## config.mk

```make
export PLATFORM = sky130hd
export DESIGN_NAME = axis_pacer
export DESIGN_NICKNAME = d
export VERILOG_FILES = /design/src/rtl/axis_pacer.sv
export SDC_FILE = /design/constraint.sdc
export NUM_CORES = 1
export LEC_CHECK = 0
export ABC_AREA = 1
export CAP_MARGIN = 20
export CORE_UTILIZATION = 55
export DETAILED_ROUTE_END_ITERATION = 6
export PLACE_DENSITY_LB_ADDON = 0.3
export SKIP_LAST_GASP = 1
export SLEW_MARGIN = 20
export SYNTH_ARGS = -nofsm -noshare
export SYNTH_HDL_FRONTEND = slang
export SYNTH_SLANG_ARGS = --single-unit
```

## constraint.sdc

```tcl
create_clock -name clk -period 5.7 [get_ports clk]
set_clock_uncertainty 0.2 [all_clocks]
set_input_delay 1.14 -clock clk [delete_from_list [all_inputs] [get_ports clk]]
set_output_delay 1.14 -clock clk [all_outputs]
set_load 0.05 [all_outputs]
```

## src/rtl/axis_pacer.sv

```systemverilog
// -----------------------------------------------------------------------------
// axis_pacer
//
// Purpose:
//   Generates the 'pause' input of the AXI-stream throttle on the NIC egress
//   path. It snoops the throttle's output handshake to follow packet
//   boundaries and to count beats per time window. Two pause sources are
//   combined:
//     - a software pause request, honoured only between packets. If a packet
//       is open, the FSM drains the packet first.
//     - a per-window beat budget, enforced immediately, even mid-packet.
//   All outputs are registered. The deciding event (budget-reaching beat,
//   tlast beat in DRAIN) is the last beat passed; pause is high the next cycle.
//
// Parameters:
//   WW  width of cfg_window and of the window cycle counter
//   BW  width of cfg_beats and of the beats-used counter
//
// Ports:
//   clk                in   clock
//   reset              in   synchronous reset, active-high
//   sw_pause           in   software pause request (level)
//   cfg_window[WW]     in   window length in cycles, 0 behaves as 1
//   cfg_beats[BW]      in   max beats per window, 0 disables the budget
//   mon_tvalid         in   snooped throttle output tvalid
//   mon_tready         in   snooped throttle output tready
//   mon_tlast          in   snooped throttle output tlast
//   pause              out  pause request to the throttle (registered)
//   sw_paused          out  FSM is in PAUSED
//   budget_hold        out  budget for the current window is exhausted
//   in_packet          out  a packet is open (beat seen, tlast not yet seen)
//   stat_beats[32]         out  (AXIS_PACER_STATS_EN only) handshake count
//   stat_pause_cycles[32]  out  (AXIS_PACER_STATS_EN only) cycles with pause=1
//
// Optional feature:
//   Define AXIS_PACER_STATS_EN to add the two free-running statistics
//   counters. They wrap modulo 2^32 and clear only on reset. Without the
//   macro, the ports and their logic are absent. All other behaviour is the
//   same in both builds.
// -----------------------------------------------------------------------------
module axis_pacer #(
  parameter int WW = 24,
  parameter int BW = 16
) (
  input  logic          clk,
  input  logic          reset,
  input  logic          sw_pause,
  input  logic [WW-1:0] cfg_window,
  input  logic [BW-1:0] cfg_beats,
  input  logic          mon_tvalid,
  input  logic          mon_tready,
  input  logic          mon_tlast,
  output logic          pause,
  output logic          sw_paused,
  output logic          budget_hold,
  output logic          in_packet
`ifdef AXIS_PACER_STATS_EN
  ,
  output logic [31:0]   stat_beats,
  output logic [31:0]   stat_pause_cycles
`endif
);

  typedef enum logic [1:0] {
    RUN    = 2'd0,
    DRAIN  = 2'd1,
    PAUSED = 2'd2
  } state_t;

  state_t        state;
  state_t        state_next;
  logic [WW-1:0] win_cnt;
  logic [WW-1:0] win_cnt_next;
  logic [WW-1:0] win_last;
  logic          win_wrap;
  logic [BW-1:0] beats_used;
  logic [BW-1:0] beats_used_next;
  logic          hs;
  logic          in_packet_next;
  logic          budget_next;

  assign hs = mon_tvalid & mon_tready;

  // Packet tracking. A beat with tlast closes the packet. Any other beat
  // opens it or keeps it open.
  always_comb begin
    in_packet_next = in_packet;
    if (hs) begin
      in_packet_next = ~mon_tlast;
    end else begin
      in_packet_next = in_packet;
    end
  end

  // Software-pause FSM. Moving to PAUSED waits until no packet is open,
  // including a packet whose first beat passes in this same cycle.
  always_comb begin
    state_next = state;
    case (state)
      RUN: begin
        if (sw_pause) begin
          if (in_packet_next) begin
            state_next = DRAIN;
          end else begin
            state_next = PAUSED;
          end
        end else begin
          state_next = RUN;
        end
      end
      DRAIN: begin
        if (!sw_pause) begin
          state_next = RUN;
        end else if (!in_packet_next) begin
          state_next = PAUSED;
        end else begin
          state_next = DRAIN;
        end
      end
      PAUSED: begin
        if (!sw_pause) begin
          state_next = RUN;
        end else begin
          state_next = PAUSED;
        end
      end
      default: begin
        state_next = RUN;
      end
    endcase
  end

  // Window counter. The counter wraps after max(cfg_window,1) cycles. The
  // compare is >= so that shrinking cfg_window below the running count
  // forces a wrap right away instead of running to all-ones.
  always_comb begin
    win_last     = {WW{1'b0}};
    win_wrap     = 1'b0;
    win_cnt_next = win_cnt;
    if (cfg_window == {WW{1'b0}}) begin
      win_last = {WW{1'b0}};
    end else begin
      win_last = cfg_window - {{(WW-1){1'b0}}, 1'b1};
    end
    win_wrap = (win_cnt >= win_last);
    if (win_wrap) begin
      win_cnt_next = {WW{1'b0}};
    end else begin
      win_cnt_next = win_cnt + {{(WW-1){1'b0}}, 1'b1};
    end
  end

  // Beat budget. A beat in the wrap cycle belongs to the new window. The
  // count saturates, so a huge window can never wrap the count back under
  // the budget.
  always_comb begin
    beats_used_next = beats_used;
    if (win_wrap) begin
      beats_used_next = {{(BW-1){1'b0}}, hs};
    end else if (hs && (beats_used != {BW{1'b1}})) begin
      beats_used_next = beats_used + {{(BW-1){1'b0}}, 1'b1};
    end else begin
      beats_used_next = beats_used;
    end
    budget_next = (cfg_beats != {BW{1'b0}}) && (beats_used_next >= cfg_beats);
  end

  // State, counters and registered outputs. Outputs are computed from next
  // state, so pause rises in the cycle after the deciding beat.
  always_ff @(posedge clk) begin
    if (reset) begin
      state       <= RUN;
      win_cnt     <= {WW{1'b0}};
      beats_used  <= {BW{1'b0}};
      in_packet   <= 1'b0;
      pause       <= 1'b0;
      sw_paused   <= 1'b0;
      budget_hold <= 1'b0;
    end else begin
      state       <= state_next;
      win_cnt     <= win_cnt_next;
      beats_used  <= beats_used_next;
      in_packet   <= in_packet_next;
      pause       <= (state_next == PAUSED) | budget_next;
      sw_paused   <= (state_next == PAUSED);
      budget_hold <= budget_next;
    end
  end

`ifdef AXIS_PACER_STATS_EN
  // Free-running statistics. They count handshakes and cycles where the
  // registered pause is high, wrap naturally, and clear only on reset.
  always_ff @(posedge clk) begin
    if (reset) begin
      stat_beats        <= 32'd0;
      stat_pause_cycles <= 32'd0;
    end else begin
      stat_beats        <= stat_beats + {31'd0, hs};
      stat_pause_cycles <= stat_pause_cycles + {31'd0, pause};
    end
  end
`else
  // This build has no statistics counters.
`endif

endmodule

```

* Word level (Yosys, flattened, before mapping)
Index checks and enable logic that the tools add are counted.
Word-level totals: bits in latches 0, memories 0, bits in writable memories 0, register bits 46, input port bits 46, memory bits (read-only) 0
Operators by class: equal/unequal tests 4, div/mod/pow operators 0, multiply operators 0, shift-type cells 0, reductions and logical operators 7, $add $sub $neg 3, muxes and demuxes 8, bitwise gates (word level) 3, order comparisons 2
Operators with widths (number):
- $mux 16 | 2
- $add 24x1->24 const B | 1
- $ge 24x24->1 | 1
- $logic_not 24->1 | 1
- $mux 24 | 1
- $sub 24x1->24 const B | 1
- $add 16x1->16 const B | 1
- $ge 16x16->1 | 1
- $ne 16x16->1 const B | 1
- $reduce_bool 16->1 | 1
- $mux 2 | 3
- $eq 2x2->1 const B | 2
- $pmux 2 s2 | 1
- $reduce_or 2->1 | 2
- $eq 2x1->1 const B | 1
- $logic_and 1x1->1 | 2
- $logic_not 2->1 | 1
- $and 1x1->1 | 1
- $mux 1 | 1
- $not 1->1 | 1
- $or 1x1->1 | 1

* Depth between registers and ports, before layout
depth in word-level cells 7, mapped depth 30

* Worst setup path before layout
No wires, ideal clock.
kind in2reg, start point in cfg_window[0], end point reg pause, path buffers 2, required time 5386 ps, stages on the path 27, arrival time 4069 ps, setup slack 1318 ps, path through inv_1 -> ha_1 -> inv_1 -> nor4_1 -> nand3_2 -> buf_2 -> nand3_1 -> ha_1 -> nand2_1 -> nand2_1 -> nand2_1 -> nand2_1 -> nand2_1 -> nand2_1 -> a21oi_2 -> nand2_2 -> buf_2 -> nor2_1 -> ha_1 -> a21oi_1 -> nor2_1 -> nor3_1 -> nand3_1 -> nand2_1 -> nand2_1 -> nand2_1 -> nand2_1
On the way: cells in the longest elaborated chain, start to end 7, elaborated cells between the ends (all ways) 8, classes of those cells add/sub: 1; order compare: 2; mux: 2; bitwise: 1; reduce/logical: 2
RTL lines:
- start: declaration | line 48 | input logic [WW-1:0] cfg_window,
- $sub 24x1->24 / $logic_not 24->1 (equally long branches) | line 143, 140
- $mux 24 (*) | line 140 | if (cfg_window == {WW{1'b0}}) begin
- $ge 24x24->1 (*) | line 145 | win_wrap = (win_cnt >= win_last);
- $mux 16 (*) | line 158 | if (win_wrap) begin
- via beats_used_next[5] | line 77 | logic [BW-1:0] beats_used_next;
- $ge 16x16->1 (*) | line 165 | budget_next = (cfg_beats != {BW{1'b0}}) && (beats_used_next >= cfg_beats);
- $logic_and 1x1->1 (*) | line 165
- $or 1x1->1 (*) | line 184 | pause <= (state_next == PAUSED) | budget_next;
- end signal: assignment | line 184
- end: declaration | line 53 | output logic pause,
Mark *: on every way through the listed nets, which the timed path passes. The rest lies on a longest branch. A chain may end at the register's enable or synchronous reset.

* Final worst setup path
Ends and elaborated chain as after synthesis.

==> results.md <==
Pwr:
- The sequential power share is 0.479.
- In this run the power density over the cells is 145.4 mW/mm^2.
- The part of the total power dissipated in combinational logic is 0.181.
- The switching power total is between 0.00015 and 0.0002 W.
- The power share of the clock group is 0.339.
- The internal power consumption is 0.0005158 W.
- The leakage component of the power is 2.194 nW.
- IR analysis of the VDD net gives a maximum drop of 0.08757 mV.
- The fraction of power spent switching nets is 0.2521.

Detailed routing:
- For this run, the detailed router's first-pass iteration total came to 4.
- Once detail routing completed, the nets flagged for antenna violations numbered 0.
- In the final routed layout, each cell accounts on average for 11.87 um.
- The total number of vias is just over 4000.
- The total routed wirelength is 9.434 mm.
- For this run, design rule violations remaining after detail routing come to 0.
- The initial DRC count is 164.
- Dividing the detail-routed via count by the number of cells gives around 5.2.

Yosys:
- The yosys synthesis warning count is 0.
- The share of the Yosys chip area taken by registers is 0.2269.
- The synthesized cell area is about 0.0041 sq mm.
- The flip-flop and latch count after synthesis is 46.
- The gate count of the mapped netlist is roughly 650.
- A synthesized cell averages 6.273 sq um.
- The number of nets handed over by synthesis was 737.
- Counting distinct cell types in the post-synthesis netlist gives 34.

Worst setup path:
- The critical path buffer and inverter count is 3.
- The startpoint identified for the worst register-to-register timing path is beats_used[0].
- STA classifies the critical path endpoint as a register.
- The endpoint identified for the worst register-to-register timing path is pause.
- Data on the critical path is required at its endpoint by between 5 and 6 ns.
- The longest individual stage delay on the worst path is 0.43 ns.
- The total stage count of the critical path is 24.
- In this run the worst setup path terminates at pause.
- Along the worst path, the maximum fanout reaches 19.
- The kind of launch point of the worst setup path is a primary input.
- Tracing the worst setup path back leads to its startpoint at cfg_window[0].
- The critical path is of the primary input to register type.
- The worst register-to-register path has a depth of 18.
- The setup check on the worst reg-to-reg path leaves a slack of roughly 2.7 ns.
- The cell seen most often among critical-path stages is nand2_1.
- Walking the worst path, the cells encountered are clkdlybuf4s50_1 -> inv_1 -> ha_1 -> inv_1 -> nor4_1 -> nand3_2 -> nand3b_1 -> ha_1 -> a21oi_1 -> nand2_1 -> nand2_1 -> nand2_1 -> a21oi_2 -> nand2_2 -> nor2_1 -> ha_1 -> a21oi_1 -> nor2_1 -> nor3_1 -> nand3_1 -> nand2_1 -> nand2_1 -> nand2_1 -> nand2_1.
- On the critical path the largest part of the delay comes from simple AND/OR/NAND/NOR gates.
- The data arrival time of the critical path is 5.06 ns.
- The critical path's slowest cell is clkdlybuf4s50_1.

Floorplan:
- After floorplanning, the core was divided into 30 placement rows.
- The overall die height is between 80 and 90 um.
- The initial utilization of the core area, before any placement, comes to 0.5845.
- The count of boundary I/O pins is 50.
- The horizontal extent of the die is 87.91 um.
- The floorplan step defined a die boundary enclosing 0.007727 sq mm.
- The total area inside the core boundary comes to 0.006944 sq mm.

Global route:
- The number of antenna violations at the first check in global routing is 0.
- The global-route wire length before repair is 16.16 mm.
- Global routing finished with a remaining overflow of 0.
- The number of global-route vias before repair is 3973.
- The largest net degree at the start of global routing is 36.
- The overall track demand over capacity in global routing is 0.2629.

Clock tree:
- Buffers added to address setup during post-CTS repair amount to 0.
- The post-cts gate resize count is 0.
- The clock latency reported for the late side of the worst-skew pair is 0.29 ns.
- The H-tree was split into 2 levels.
- The longest clock path from root to sink contains 2 buffers.
- For this design, the sink count on the clock tree is 46.
- TritonCTS built the clock tree.
- For this design, the CTS-stage hold fixing added 0 buffers.
- The number of buffers inserted during clock tree synthesis is 5.
- After clock tree synthesis, the clock-pin slew on the worst setup and hold paths is 0.08 ns.
- The root buffer cell is clkbuf_8.

Layout:
- Of the cells placed in the final design, the portion with a size suffix greater than 1 is 0.05150.
- The number of antenna diodes in the final layout is 0.
- The non-filler instance count after layout is about 800.
- Relative to the synthesized area, the layout overhead comes to 16.86%.
- The final layout contains 788 nets.
- The finished cells cover 0.004743 sq mm.

Timing:
- The hold violation count in the final report is 0.
- Setup repair after global routing left no endpoint under its margin.
- Hold timing on the final database bottoms out at a slack of 0.3264 ns.
- The total setup violations reported at the end of the flow is 0.
- For the pin with the worst max-slew slack, the measured transition is 0.5000 ns.
- Timing would allow up to 0.1974 GHz.
- The worst pin sits at a relative slew slack of 0.6657.
- The number of pins exceeding their max-slew limit in the final report is 0.
- The routed design could run at a clock period as short as 5.067 ns.
- The final period utilization is 0.8889.
- The setup TNS is 0 ns.

Place:
- In this run the cell area measured after placement is 0.004637 sq mm.
- Detailed placement ended at an HPWL of 7.749 mm.
- The cell count after placement is slightly below 800.
- The port buffer count is 49.
- The global placer's final weighted congestion is 0.8974.

Flow run:
- The tool flagged a number of max-cap violations equal to 0.

Run status:
- The flow ran to the end, and the final reports show no timing, DRC or antenna violations.

Hold path:
- In this run the worst hold path is classified as register to register.
## Yosys cell counts (all sizes together)
cell type | number | share of area
dfxtp | 46 | 0.23
or2 | 8 | 0.012
nand3 | 38 | 0.049
a21o | 3 | 0.0055
xnor2 | 17 | 0.037
nand2 | 153 | 0.15
o21bai | 1 | 0.0019
o211ai | 1 | 0.0019
nand3b | 3 | 0.0055
mux2i | 1 | 0.0025
nand4 | 13 | 0.020
a31o | 2 | 0.0043
ha | 44 | 0.14
xor2 | 19 | 0.041
and2 | 2 | 0.0031
nor2 | 146 | 0.14
buf | 5 | 0.0080
inv | 92 | 0.085
o21a | 2 | 0.0037
nor4 | 10 | 0.015
o21ai | 8 | 0.013
nor3 | 14 | 0.018
a21oi | 19 | 0.024
## stage by stage
| stage | total power [W] | util | setup slack, ns |
|---|---|---|---|
| 6_report | 0.0006896 | 0.6831 | 0.6334 |
| 5_1_grt | 0.0007250 | 0.6831 | 0.1856 |
| 4_1_cts | 0.0006940 | 0.6831 | 0.6155 |
| 3_5_place_dp | 0.0004626 | 0.6677 | 0.3381 |
| 3_3_place_gp | 0.0004587 | 0.6677 | 0.4275 |
| 2_1_floorplan | 0.0004045 | - | 1.318 |
## worst reg2reg max path: cells and delay by family (launching register included)
kind,cells,cell delay (ns)
buf+inv,2,0.15
flops,1,0.44
fa+ha+maj,2,0.51
simple gates,11,0.96
xor+xnor,1,0.15
compound gates,2,0.49
## routing by layer
metal	global-route usage	wire length, um	part of all wire	vias to the layer above
met5	0	0	0	-
met4	0.1148	327	0.035	0
met3	0.02545	286	0.030	26
met2	0.5130	4779	0.51	88
met1	0.2841	4041	0.43	1843
li1	-	-	-	2154
## cells in the final DEF (no fill, tap or decap), drive strengths merged
| cell type | instances |
|---|---|
| a21o | 3 |
| a21oi | 19 |
| a31o | 2 |
| and2 | 2 |
| bufinv | 1 |
| clkbuf | 7 |
| clkdlybuf4s50 | 49 |
| dfxtp | 46 |
| ha | 44 |
| inv | 92 |
| mux2i | 1 |
| nand2 | 153 |
| nand3 | 38 |
| nand3b | 3 |
| nand4 | 13 |
| nor2 | 146 |
| nor3 | 14 |
| nor4 | 10 |
| o211ai | 1 |
| o21a | 2 |
| o21ai | 8 |
| o21bai | 1 |
| or2 | 8 |
| xnor2 | 17 |
| xor2 | 19 |
## layout make-up
| cell class | instances | area, sq um |
|---|---|---|
| Sequential cell | 46 | 920.9 |
| Clock buffer | 7 | 76.32 |
| Inverter | 92 | 345.3 |
| Tap cell | 96 | 120.1 |
| Timing Repair Buffer | 49 | 490.5 |
| Clock inverter | 1 | 30.03 |
| Fill cell | 615 | 2201 |
| Multi-Input combinational cell | 504 | 2760 |
## flip-flops by register name, summed over array words and instances, names as in the netlist
signal / cells
win_cnt: 24
sw_paused: 1
in_packet: 1
budget_hold: 1
state: 2
beats_used: 16
pause: 1
## power groups by stage
stage	combinational (W)	clock, W	sequential [W]
floorplan	0.0000628	0	0.000342
finish	0.000125	0.000234	0.000331
CTS	0.000125	0.000238	0.000330
global placement	0.000121	0	0.000338
global route	0.000141	0.000252	0.000331
detailed placement	0.000125	0	0.000338
## worst min path at each step
stage                from          to  slack [ns]  depth (start not counted)
2_1_floorplan  win_cnt[0]  win_cnt[0]        0.24                          1
3_5_place_dp   win_cnt[0]  win_cnt[0]        0.30                          1
6_report         state[1]    state[0]        0.33                          3
3_3_place_gp   win_cnt[0]  win_cnt[0]        0.29                          1
5_1_grt        win_cnt[0]  win_cnt[0]        0.37                          1
4_1_cts        win_cnt[0]  win_cnt[0]        0.32                          1
## cell families (layout without fill, tap and decap cells)
group                      after synthesis  after routing  share of synthesized area
AOI/OAI and AO/OA                       36             36                    0.05426
adders and majority gates               44             44                     0.1356
muxes                                    1              1                   0.002466
buffers and inverters                   97            149                    0.09309
xor gates and xnor gates                36             36                    0.07768
and+or+nand+nor                        387            387                     0.4100
DFF                                     46             46                     0.2269
Power figures use the tool's default switching activity.
